### src/rtl/led_row_scan_ctrl_pkg.sv
// led_row_scan_ctrl_pkg: shared state encoding and sizing helper for the row-scan sequencer
package led_row_scan_ctrl_pkg;

    typedef enum logic [2:0] {
        S_IDLE  = 3'd0,
        S_SHIFT = 3'd1,
        S_BLANK = 3'd2,
        S_LATCH = 3'd3,
        S_DISP  = 3'd4
    } state_t;

    function automatic int max3(input int a, input int b, input int c);
        int m;
        m = (a > b) ? a : b;
        return (m > c) ? m : c;
    endfunction

endpackage

### src/rtl/led_phase_cnt.sv
// led_phase_cnt: loadable down-counter with zero flag that times the BLANK/LATCH/DISP phases
module led_phase_cnt #(
    parameter int W = 10
) (
    input  logic         i_clk,
    input  logic         i_RESET_n,
    input  logic         i_load,
    input  logic [W-1:0] i_val,
    output logic         o_zero
);

    logic [W-1:0] cnt_q, cnt_d;

    // load takes priority; otherwise count down and park at zero
    always_comb begin
        cnt_d = i_load ? i_val : ((cnt_q != '0) ? cnt_q - 1'b1 : cnt_q);
    end

    // counter register
    always_ff @(posedge i_clk) begin
        if (!i_RESET_n) cnt_q <= '0;
        else            cnt_q <= cnt_d;
    end

    assign o_zero = (cnt_q == '0);

endmodule

### src/rtl/led_row_scan_ctrl.sv
// led_row_scan_ctrl: row-scan sequencer driving shift, blank, latch and lit phases per LED row
module led_row_scan_ctrl
    import led_row_scan_ctrl_pkg::*;
#(
    parameter int ROWS      = 8,
    parameter int ROW_W     = 3,
    parameter int ON_W      = 10,
    parameter int BLANK_CYC = 4,
    parameter int LATCH_CYC = 1
) (
    input  logic             i_clk,
    input  logic             i_RESET_n,
    input  logic             i_ena,
    input  logic [ON_W-1:0]  i_bright,
    output logic             o_shift_start,
    output logic [ROW_W-1:0] o_shift_row,
    input  logic             i_shift_done,
    output logic             o_latch,
    output logic             o_oe_n,
    output logic [ROW_W-1:0] o_row_addr,
    output logic             o_frame_start,
    output logic             o_busy
);

    localparam int CNT_W = max3(ON_W, $clog2(BLANK_CYC + 1), $clog2(LATCH_CYC + 1));

    state_t           state_q, state_d;
    logic             shift_start_q, shift_start_d;
    logic             frame_start_q, frame_start_d;
    logic [ROW_W-1:0] shift_row_q, shift_row_d;
    logic             latch_q, latch_d;
    logic             oe_n_q, oe_n_d;
    logic [ROW_W-1:0] row_addr_q, row_addr_d;
    logic             busy_q, busy_d;
    logic [ON_W-1:0]  bright_q, bright_d;
    logic             cnt_load;
    logic [CNT_W-1:0] cnt_val;
    logic             cnt_zero;
    logic             row_done;
    logic             wrap;
    logic [ROW_W-1:0] next_row;

    led_phase_cnt #(.W(CNT_W)) u_cnt (
        .i_clk     (i_clk),
        .i_RESET_n (i_RESET_n),
        .i_load    (cnt_load),
        .i_val     (cnt_val),
        .o_zero    (cnt_zero)
    );

    assign wrap     = (shift_row_q == ROW_W'(ROWS - 1));
    assign next_row = wrap ? '0 : shift_row_q + 1'b1;

    // next-state and registered-output logic; phase counter loaded on each timed-state entry
    always_comb begin
        state_d       = state_q;
        shift_start_d = 1'b0;
        frame_start_d = 1'b0;
        shift_row_d   = shift_row_q;
        latch_d       = 1'b0;
        oe_n_d        = oe_n_q;
        row_addr_d    = row_addr_q;
        bright_d      = bright_q;
        cnt_load      = 1'b0;
        cnt_val       = '0;
        row_done      = 1'b0;
        case (state_q)
            S_IDLE: begin
                oe_n_d = 1'b1;
                if (i_ena) begin
                    state_d       = S_SHIFT;
                    shift_start_d = 1'b1;
                    frame_start_d = 1'b1;
                    shift_row_d   = '0;
                    bright_d      = i_bright;
                end
            end
            S_SHIFT: begin
                // a done pulse coinciding with the start pulse belongs to no shift of ours
                if (i_shift_done && !shift_start_q) begin
                    state_d  = S_BLANK;
                    oe_n_d   = 1'b1;
                    cnt_load = 1'b1;
                    cnt_val  = CNT_W'(BLANK_CYC - 1);
                end
            end
            S_BLANK: begin
                oe_n_d = 1'b1;
                if (cnt_zero) begin
                    state_d    = S_LATCH;
                    latch_d    = 1'b1;
                    row_addr_d = shift_row_q;
                    cnt_load   = 1'b1;
                    cnt_val    = CNT_W'(LATCH_CYC - 1);
                end
            end
            S_LATCH: begin
                oe_n_d  = 1'b1;
                latch_d = !cnt_zero;
                if (cnt_zero) begin
                    if (bright_q != '0) begin
                        state_d  = S_DISP;
                        oe_n_d   = 1'b0;
                        cnt_load = 1'b1;
                        cnt_val  = CNT_W'(bright_q - 1'b1);
                    end else begin
                        row_done = 1'b1;
                    end
                end
            end
            S_DISP: begin
                row_done = cnt_zero;
            end
            default: begin
                state_d = S_IDLE;
            end
        endcase
        // end of a row: enable is only consulted here once a row has started
        if (row_done) begin
            oe_n_d = 1'b1;
            if (i_ena) begin
                state_d       = S_SHIFT;
                shift_start_d = 1'b1;
                shift_row_d   = next_row;
                frame_start_d = wrap;
                bright_d      = wrap ? i_bright : bright_q;
            end else begin
                state_d     = S_IDLE;
                shift_row_d = '0;
            end
        end
        busy_d = (state_d != S_IDLE);
    end

    // state and output registers
    always_ff @(posedge i_clk) begin
        if (!i_RESET_n) begin
            state_q       <= S_IDLE;
            shift_start_q <= 1'b0;
            frame_start_q <= 1'b0;
            shift_row_q   <= '0;
            latch_q       <= 1'b0;
            oe_n_q        <= 1'b1;
            row_addr_q    <= '0;
            busy_q        <= 1'b0;
            bright_q      <= '0;
        end else begin
            state_q       <= state_d;
            shift_start_q <= shift_start_d;
            frame_start_q <= frame_start_d;
            shift_row_q   <= shift_row_d;
            latch_q       <= latch_d;
            oe_n_q        <= oe_n_d;
            row_addr_q    <= row_addr_d;
            busy_q        <= busy_d;
            bright_q      <= bright_d;
        end
    end

    assign o_shift_start = shift_start_q;
    assign o_frame_start = frame_start_q;
    assign o_shift_row   = shift_row_q;
    assign o_latch       = latch_q;
    assign o_oe_n        = oe_n_q;
    assign o_row_addr    = row_addr_q;
    assign o_busy        = busy_q;

endmodule

### config.mk
export PLATFORM = sky130hd
export DESIGN_NAME = led_row_scan_ctrl
export DESIGN_NICKNAME = d
export VERILOG_FILES = /design/src/rtl/led_row_scan_ctrl_pkg.sv /design/src/rtl/led_phase_cnt.sv /design/src/rtl/led_row_scan_ctrl.sv
export SDC_FILE = /design/constraint.sdc
export NUM_CORES = 1
export LEC_CHECK = 0
export CORE_ASPECT_RATIO = 0.5
export CORE_MARGIN = 2
export CORE_UTILIZATION = 45
export CTS_BUF_LIST = sky130_fd_sc_hd__clkbuf_8
export CTS_CLUSTER_SIZE = 20
export DETAILED_ROUTE_END_ITERATION = 8
export GPL_ROUTABILITY_DRIVEN = 0
export PLACE_DENSITY = 0.75
export REMOVE_ABC_BUFFERS = 1
export SYNTH_ARGS = -nofsm -noshare
export SYNTH_HDL_FRONTEND = slang
export SYNTH_HIERARCHICAL = 1
export SYNTH_SLANG_ARGS = --single-unit
### constraint.sdc
create_clock -name i_clk -period 3.9 [get_ports i_clk]
set_clock_uncertainty 0.05 [all_clocks]
set_input_delay 0.39 -clock i_clk [delete_from_list [all_inputs] [get_ports i_clk]]
set_output_delay 0.39 -clock i_clk [all_outputs]
set_load 0.05 [all_outputs]
* After elaboration in Yosys (flattened, before gate mapping)
Cells that the tools add are included.
** Cells by class
- Equality and inequality tests :: 7
- Bitwise logic cells :: 1
- Multiplexer cells :: 42
- $add $sub $neg :: 3
- Reductions and logical operators :: 17
** Operators with widths (number)
- two-way mux 10 bit :: 9
- two-way mux 3 bit :: 11
- one-hot mux 10 bit (2 select lines) :: 1
- nonzero test 10 bit :: 2
- subtractor 10 x 1 -> 10 bit, second input constant :: 2
- two-way mux 1 bit :: 15
- one-hot mux 3 bit (5 select lines) :: 1
- zero test 10 bit :: 1
- == test 3 x 2 -> 1 bit, second input constant :: 2
- == test 3 bit, second input constant :: 2
- one-hot mux 1 bit (3 select lines) :: 2
- AND reduction 2 bit :: 3
- nonzero test 2 bit :: 3
- nonzero test 3 bit :: 2
- one-hot mux 1 bit (2 select lines) :: 2
- OR reduction 2 bit :: 2
- adder 3 x 1 -> 3 bit, second input constant :: 1
- == test 3 x 1 -> 1 bit, second input constant :: 1
- zero test 3 bit :: 1
- inequality test 3 x 2 -> 1 bit, second input constant :: 1
- zero test 1 bit :: 2
- two-way mux 2 bit :: 1
- inequality test 2 bit, second input constant :: 1
- logical AND 1 bit :: 1
- inverter 1 bit :: 1
** Storage, ports and cells
- Word-level logic and storage cells :: 80
- Input port bits :: 14
- Register bits after elaboration :: 34
- Output and inout bits :: 11

* Logic depth before layout (Yosys ltp)
Gate-level depths: netlist of run 1.
- Word-level depth :: 6
- Depth in mapped cells :: 13
- Gate-level depth less buffers :: 10

* Modules after synthesis
Netlist of run 1, hierarchy kept.
** By module, submodules not included
- led_row_scan_ctrl :: area an instance 1436.4 um^2, cells an instance 171, instances 1, seq. area each 480.5 um^2
- led_phase_cnt :: area an instance 624.3 um^2, cells an instance 68, instances 1, seq. area each 200.2 um^2

* Worst setup path after synthesis of run 1
Ideal clock, no wire load.
- Path kind :: register -> register
- Start :: register u_cnt.cnt_q[2]
- End :: register u_cnt.cnt_q[4]
- Data arrival time :: 2.816 ns
- Setup time :: 0.119 ns
- Slack :: 0.915 ns
- Data required time :: 3.731 ns
- Buffers on the path :: 3
- Clock period less this slack :: 2.985 ns
- Cell stages (with the launch flop) :: 12
- Path through :: dfxtp_1 -> or4_4 -> nor3_4 -> clkbuf_1 -> and4b_1 -> o31a_1 -> or3_1 -> clkbuf_1 -> inv_1 -> buf_2 -> o21ai_0 -> a21oi_1
** Between the ends
- Longest elaborated chain between the ends :: 4
- Elaborated cells on any way between the ends :: 11
- Classes of those cells :: add/sub (1); mux (7); reduce/logical (3)
** Ends and longest elaborated chain
- start: declaration :: line led_phase_cnt.sv:12 : logic [W-1:0] cnt_q, cnt_d;
- start signal: assignment :: line led_phase_cnt.sv:22 : else cnt_q <= cnt_d;
- zero test 10 bit * :: line led_phase_cnt.sv:25 : assign o_zero = (cnt_q == '0);
- named net cnt_zero :: line led_row_scan_ctrl.sv:38 : logic cnt_zero;
- two-way mux 1 bit, on equally long branches :: line led_row_scan_ctrl.sv:100, led_row_scan_ctrl.sv:89
- one-hot mux 1 bit (3 select lines) * :: line led_row_scan_ctrl.sv:67 : case (state_q)
- named net cnt_load :: line led_row_scan_ctrl.sv:36 : logic cnt_load;
- two-way mux 10 bit / nonzero test 2 bit (equally long branches)
The timed path passes the listed nets; every way through them passes the cells marked *. The select of a mux whose other input is x is not followed.
A chain may end at the register's enable or synchronous reset.

* Worst setup path in the final report of run 1
- Start :: register u_cnt.cnt_q[0]
- End :: register u_cnt.cnt_q[4]
Same word-level chain as after synthesis.

==> results of run 1 <==
through the flow:
step	power [W]	utilization, %	hold slack, ns
2_1_floorplan	0.0009875	-	0.4080
3_3_place_gp	0.001101	52.32	0.4261
3_5_place_dp	0.001126	52.32	0.4203
4_1_cts	0.001397	54.39	0.4400
5_1_grt	0.001484	54.39	0.4793
6_report	0.001399	54.39	0.4386
cell families after synthesis:
kind of cell / after synthesis
AO/OA/AOI/OAI: 43
XOR/XNOR: 13
adder cells (fa/ha/maj): 5
buffers and inverters: 26
flip-flops: 34
multiplexers: 13
AND/OR/NAND/NOR: 105
cell usage in the layout (no fill, tap or decap), types with 5 or more instances in the layout:
cell type and instances:
inv_1 12, a21oi_1 11, mux2i_1 13, clkbuf_8 6, nand2_1 30, ha_1 5, o31ai_1 6, xnor2_1 11
or3_1 8, nand3_1 7, nor2_1 20, nor3_1 6, dfxtp_1 34, clkdlybuf4s50_1 24, o21ai_0 8
worst max-delay path by stage:
stage                      to  slack, ns
2_1_floorplan  u_cnt/cnt_q[4]       1.18
3_3_place_gp   u_cnt/cnt_q[4]       0.89
3_5_place_dp   u_cnt/cnt_q[4]       0.74
4_1_cts        u_cnt/cnt_q[4]       0.74
5_1_grt        u_cnt/cnt_q[4]       0.44
6_report       u_cnt/cnt_q[4]       0.70
final cells by class:
type,instances,area [um^2]
Tap cell,57,71.32
Clock buffer,6,82.58
Multi-Input combinational cell,179,1262
Inverter,11,41.29
Fill cell,407,2008
Timing Repair Buffer,25,247.7
Clock inverter,2,8.758
Sequential cell,34,680.7
worst max-delay path, stage by stage (launching register included):
cell and delay [ns]:
dfxtp_1 0.34, inv_1 0.06, ha_1 0.20, or2b_1 0.35, nor3_4 0.61, and4b_1 0.34, o31a_1 0.16, or3_1 0.37
inv_1 0.29, o21ai_0 0.24, a21oi_1 0.05
power breakdown:
part / internal (W) / total [W] / switching [W]
sequential: 0.000414 / 0.000501 / 0.0000875
clock: 0.000140 / 0.000268 / 0.000128
combinational: 0.000277 / 0.000630 / 0.000353
total: 0.000831 / 0.00140 / 0.000568
metal layers:
layer  track usage [%]  vias up  wire [um]
met5                 0        -          0
met4             6.621        0         44
met3             4.032        5        158
met2             30.86       37       2034
met1             23.18      833       2124
li1                  -      890          -
==> results.tsv, run 1 <==
stage	metric	value	unit
critical_path	r2r_cells	10	
synth	synth.area.mux_share	6.315	%
route	route.vias.total	1765	
timing	maxSlewViolCount	0	
synth	synthFlopType	dfxtp_1	
timing	tightest_slew	1.150	ns
die	initial_core_util	46.80	%
timing	setup_tns	0	ns
global_route	grt_pass1_vias	1634	
min_path	hold_path_depth	2	
critical_path	reg2reg_slack	0.70	ns
finish	fin_nets	275	
placement	post_dp_cell_area	2303	um^2
route	dr.pass1.iters	4	
power_and_ir_drop	ir_drop	315.4	uV
die	rows	17	
synth	synth_simple_gate_area_share	30.24	%
cts	max-clock-path-buffers	2	
critical_path	required	4.03	ns
synth	synth_area_leaders	dfxtp_1 (33%), mux2i_1 (6.3%), nand2_1 (5.5%)	
power_and_ir_drop	p_leak	0.9308	nW
finish	final_layout_size_suffix_gt1_share	10.12	%
synth	synth-seq-area-share	33.03	%
route	initialDrtViolationCount	61	
synth	synth_xor_area_share	5.525	%
min_path	hp-start	o_oe_n	
cts	tritoncts	yes	
critical_path	path_class	reg2reg	
finish	diodes	0	
finish	stdcell_area	2395	um^2
timing	period_needed	3.197	ns
cts	numCtsBuffers	5	
finish	area_growth	16.21	%
timing	relSlewSlack	22.71	%
cts	clk_latency	0.29	ns
cts	cts_resized	0	
route	avgRoutedWirePerCell	13.89	um
min_path	hold_end	o_oe_n	
power_and_ir_drop	power_density	584.1	nW/um^2
cts	holdBufCountCts	0	
critical_path	r2r-end	u_cnt/cnt_q[4]	
cts	clkTransAtPathRegs	0.07	ns
cts	post_cts_buffers	0	
synth	synth_top_area_share	33.03	%
die	die_h	51.85	um
synth	post-synth-top-count-cell	dfxtp_1	
synth	synth_area_per_cell	8.622	um^2
status	outcome	finished, final reports clean	
timing	setup_viol	0	
global_route	overflow	0	
critical_path	critPathLaunch	u_cnt/cnt_q[0]	
cts	h-tree-depth	2	
global_route	grt_max_degree	22	
synth	synth_adder_area_share	3.036	%
synth	ys_ff_latch	34	
timing	fmax	312.8	MHz
die	dieArea	5169	um^2
cts	cts_num_sinks	34	
timing	final.period_utilization	81.97	%
synth	netlist_area	2061	um^2
die	ioPinCount	25	
cts	cts_root_buf	clkbuf_8	
critical_path	cp_max_fo	19	
global_route	grt_pass1_wl	7452	um
synth	yosys_warnings	6	
timing	rsz0062_at_grt	false	
synth	syn_inst	239	
placement	port_buffers	24	
route	finalWirelength	4362	um
placement	place_inst	306	
synth	ys_types	55	
die	die_x	99.70	um
critical_path	cp_data_arrival_time	3.33	ns
synth	synth_top_family_by_area	simple AND/OR/NAND/NOR gates	
route	via_per_inst	5.621	
synth	yosys-top-cells-count	dfxtp_1 (34), nand2_1 (30), nor2_1 (20)	
min_path	hold_class	reg2reg	
global_route	antenna_found_initial	0	
die	coreArea	4403	um^2
placement	dp_slack	0.7402	ns
global_route	grt_usage	18.20	%
placement	dpl.hpwl	3169	um
job	max_cap_violations	0	
synth	synth_edf_count	0	
route	drcViolationCount	0	
synth	synth_compound_area_share	16.15	%
timing	hold_viol	0	
critical_path	critPathLaunchType	register	
critical_path	reg2reg_from	u_cnt/cnt_q[0]	
route	drtAntennaViolNets	0	
critical_path	endpoint_kind	register	
finish	layoutNonFillerInstCount	314	
synth	ys_async_sr_fraction	0	%
timing	setup_slack	0.7030	ns
synth	yosysTopAreaCell	dfxtp_1	
Note: power is estimated with default switching activity, not from simulation.
==> run 2, diff against run 1 <==
- PLACE_DENSITY: 0.75 -> 0.77
- clock period: 3.9 -> 2.86 ns (I/O delays scaled with it)
==> run 2 against run 1 <==
Effect of this change:
- die area unchanged
- hold slack better by 0.0064 ns
- clock-buffer cell count down 1
- setup slack worse by 0.53 ns
- wire length about the same
- combinational power up 41%
==> results.tsv, run 2 (synthesized netlist as in run 1, its figures left out) <==
stage	metric	value	unit	change
finish	stdcell_area	2475	um^2	was 2395 um^2
timing	maxSlewViolCount	0		unchanged
critical_path	cp_slowest_cell	or4b_4		was nor3_4
cts	h-tree-depth	2		unchanged
placement	dpl.hpwl	3190	um	was 3169 um
cts	cts_root_buf	clkbuf_8		unchanged
job	max_cap_violations	0		unchanged
power_and_ir_drop	combinationalPowerShare	44.6	%	was 45.0%
critical_path	path_delay_family	simple AND/OR/NAND/NOR gates		unchanged
finish	seqCellArea	680.7	um^2	unchanged
route	drcViolationCount	0		unchanged
power_and_ir_drop	ir_drop	422.2	uV	was 315.4 uV
power_and_ir_drop	swShare	38.02	%	was 40.62%
timing	relSlewSlack	47.46	%	was 22.71%
timing	setup_viol	0		unchanged
critical_path	crit_cells	8		was 10
global_route	grt_usage	18.28	%	was 18.20%
cts	clkTransAtPathRegs	0.07	ns	about the same
power_and_ir_drop	clockPowerShare	21.0	%	was 19.1%
critical_path	critPathLaunchType	register		unchanged
critical_path	cp_max_fo	7		was 19
route	drtAntennaViolNets	0		unchanged
power_and_ir_drop	p_switching	0.0007581	W	was 0.0005682 W
die	die_x	99.70	um	unchanged
cts	cts_num_sinks	34		unchanged
timing	fmax	372.4	MHz	was 312.8 MHz
cts	clk_latency	0.29	ns	about the same
critical_path	required	2.97	ns	was 4.03 ns
power_and_ir_drop	p_leak	0.9769	nW	was 0.9308 nW
placement	post_dp_cell_area	2364	um^2	was 2303 um^2
route	dr.pass1.iters	4		unchanged
power_and_ir_drop	power_density	805.7	nW/um^2	was 584.1 nW/um^2
critical_path	endpoint_kind	register		unchanged
finish	final_cell_mix	dfxtp_1 (34), nand2_1 (30), clkdlybuf4s50_1 (24), nor2_1 (20)		was dfxtp_1 (34), nand2_1 (30), clkdlybuf4s50_1 (24), nor2_1 (20), mux2i_1 (13)
timing	setup_tns	0	ns	unchanged
route	wl_met2	2018	um	was 2034 um
route	finalWirelength	4360	um	was 4362 um
power_and_ir_drop	power.internal	0.001236	W	was 0.0008306 W
global_route	overflow	0		unchanged
placement	port_buffers	24		unchanged
route	initialDrtViolationCount	74		was 61
die	ioPinCount	25		unchanged
finish	fillers	389		was 407
power_and_ir_drop	p_seq_share	34.4	%	was 35.8%
finish	mostFrequentLayoutCell	dfxtp_1		unchanged
die	coreArea	4403	um^2	unchanged
critical_path	cp_data_arrival_time	2.79	ns	was 3.33 ns
cts	post_cts_buffers	0		unchanged
die	die_h	51.85	um	unchanged
critical_path	r2r-end	u_cnt/cnt_q[5]		was u_cnt/cnt_q[4]
min_path	hold_class	reg2reg		unchanged
timing	tightest_slew	0.7881	ns	was 1.150 ns
finish	final_layout_size_suffix_gt1_share	12.83	%	was 10.12%
critical_path	reg2reg_slack	0.17	ns	was 0.70 ns
critical_path	r2r_cells	8		was 10
timing	period_needed	2.686	ns	was 3.197 ns
critical_path	crit_buf_inv	2		unchanged
critical_path	path_class	reg2reg		unchanged
route	wl_met1	2102	um	was 2124 um
timing	hold_viol	0		unchanged
critical_path	max_stage_delay	0.52	ns	was 0.61 ns
global_route	antenna_found_initial	0		unchanged
finish	multi_input_area	1267	um^2	was 1262 um^2
finish	diodes	0		unchanged
min_path	hold_path_depth	2		unchanged
die	dieArea	5169	um^2	unchanged
cts	tritoncts	yes		unchanged
route	route.vias.total	1795		was 1,765
cts	cts_resized	0		unchanged
critical_path	cp_cell_sequence	inv_1 -> ha_1 -> or4b_4 -> o31a_1 -> or3_4 -> buf_4 -> o41ai_4 -> a211oi_1		was inv_1 -> ha_1 -> or2b_1 -> nor3_4 -> and4b_1 -> o31a_1 -> or3_1 -> inv_1 -> o21ai_0 -> a21oi_1
timing	final.period_utilization	93.90	%	was 81.97%
cts	numCtsBuffers	5		unchanged
global_route	grt_pass1_vias	1702		was 1,634
finish	fin_nets	283		was 275
critical_path	setup.worst_path.end	u_cnt/cnt_q[5]		was u_cnt/cnt_q[4]
route	avgRoutedWirePerCell	13.54	um	was 13.89 um
die	initial_core_util	46.80	%	unchanged
route	via_per_inst	5.575		was 5.621
route	highest_layer	met4		unchanged
finish	area_growth	20.10	%	was 16.21%
route	wl_met3	160	um	was 158 um
global_route	grt_max_degree	37		was 22
die	rows	17		unchanged
cts	max-clock-path-buffers	2		unchanged
status	outcome	finished, final reports clean		unchanged
global_route	grt_pass1_wl	7438	um	was 7452 um
timing	rsz0062_at_grt	false		unchanged
cts	holdBufCountCts	0		unchanged
[run 2: final cells by class]
cell class | count | share of cell area, %
inverter | 11 | 1.668
tap | 57 | 2.882
timing repair buffer | 33 | 12.44
sequential | 34 | 27.50
clock buffer | 5 | 2.781
multi-input combinational | 179 | 51.21
clock inverter | 3 | 1.517
[run 2: worst min-delay path by stage]
| stage | start | endpoint |
|---|---|---|
| after floorplan | i_RESET_n | u_cnt/cnt_q[2] |
| after global placement | register | register |
| after detailed placement | register | register |
| after CTS | register | register |
| after global routing | register | register |
| final | register | register |
[run 2: power by group through the flow]
stage / Combinational (W) / Sequential [W] / Clock [W]
6_report: 0.000889 / 0.000687 / 0.000418
5_1_grt: 0.000985 / 0.000699 / 0.000454
4_1_cts: 0.000888 / 0.000682 / 0.000434
3_5_place_dp: 0.000879 / 0.000693 / 0
3_3_place_gp: 0.000864 / 0.000686 / 0
2_1_floorplan: 0.000660 / 0.000686 / 0
[run 2: metrics by stage]
stage	total power, W	hold WS, ns	worst slack [ns]	utilization [%]	instances
floorplan	0.001347	0.3577	0.1362	-	224
global placement	0.001550	0.4266	0.1980	53.68	314
detailed placement	0.001572	0.4382	0.1102	53.68	314
CTS	0.002004	0.4453	0.08961	56.10	322
global route	0.002138	0.4672	0.003422	56.21	322
finish	0.001994	0.4450	0.1745	56.21	322
[run 2: routing by layer]
| metal | global-route usage, % | vias to the layer above |
|---|---|---|
| met2 | 32.09 | 25 |
| met3 | 5.242 | 9 |
| met4 | 6.393 | 0 |
| met1 | 21.81 | 853 |
| met5 | 0 | - |
| li1 | - | 908 |
[run 2: worst min-delay path, delay by kind of cell, from the launching register on]
family	cells	cell delay [ns]
flip-flops	1	0.33
multiplexers	1	0.06
AND/OR/NAND/NOR	1	0.06
==> run 3, diff against run 2 <==
- SLEW_MARGIN: unset -> 20
==> results of run 3 <==
No change in the layout: final DEF, timing and power equal those of run 2.
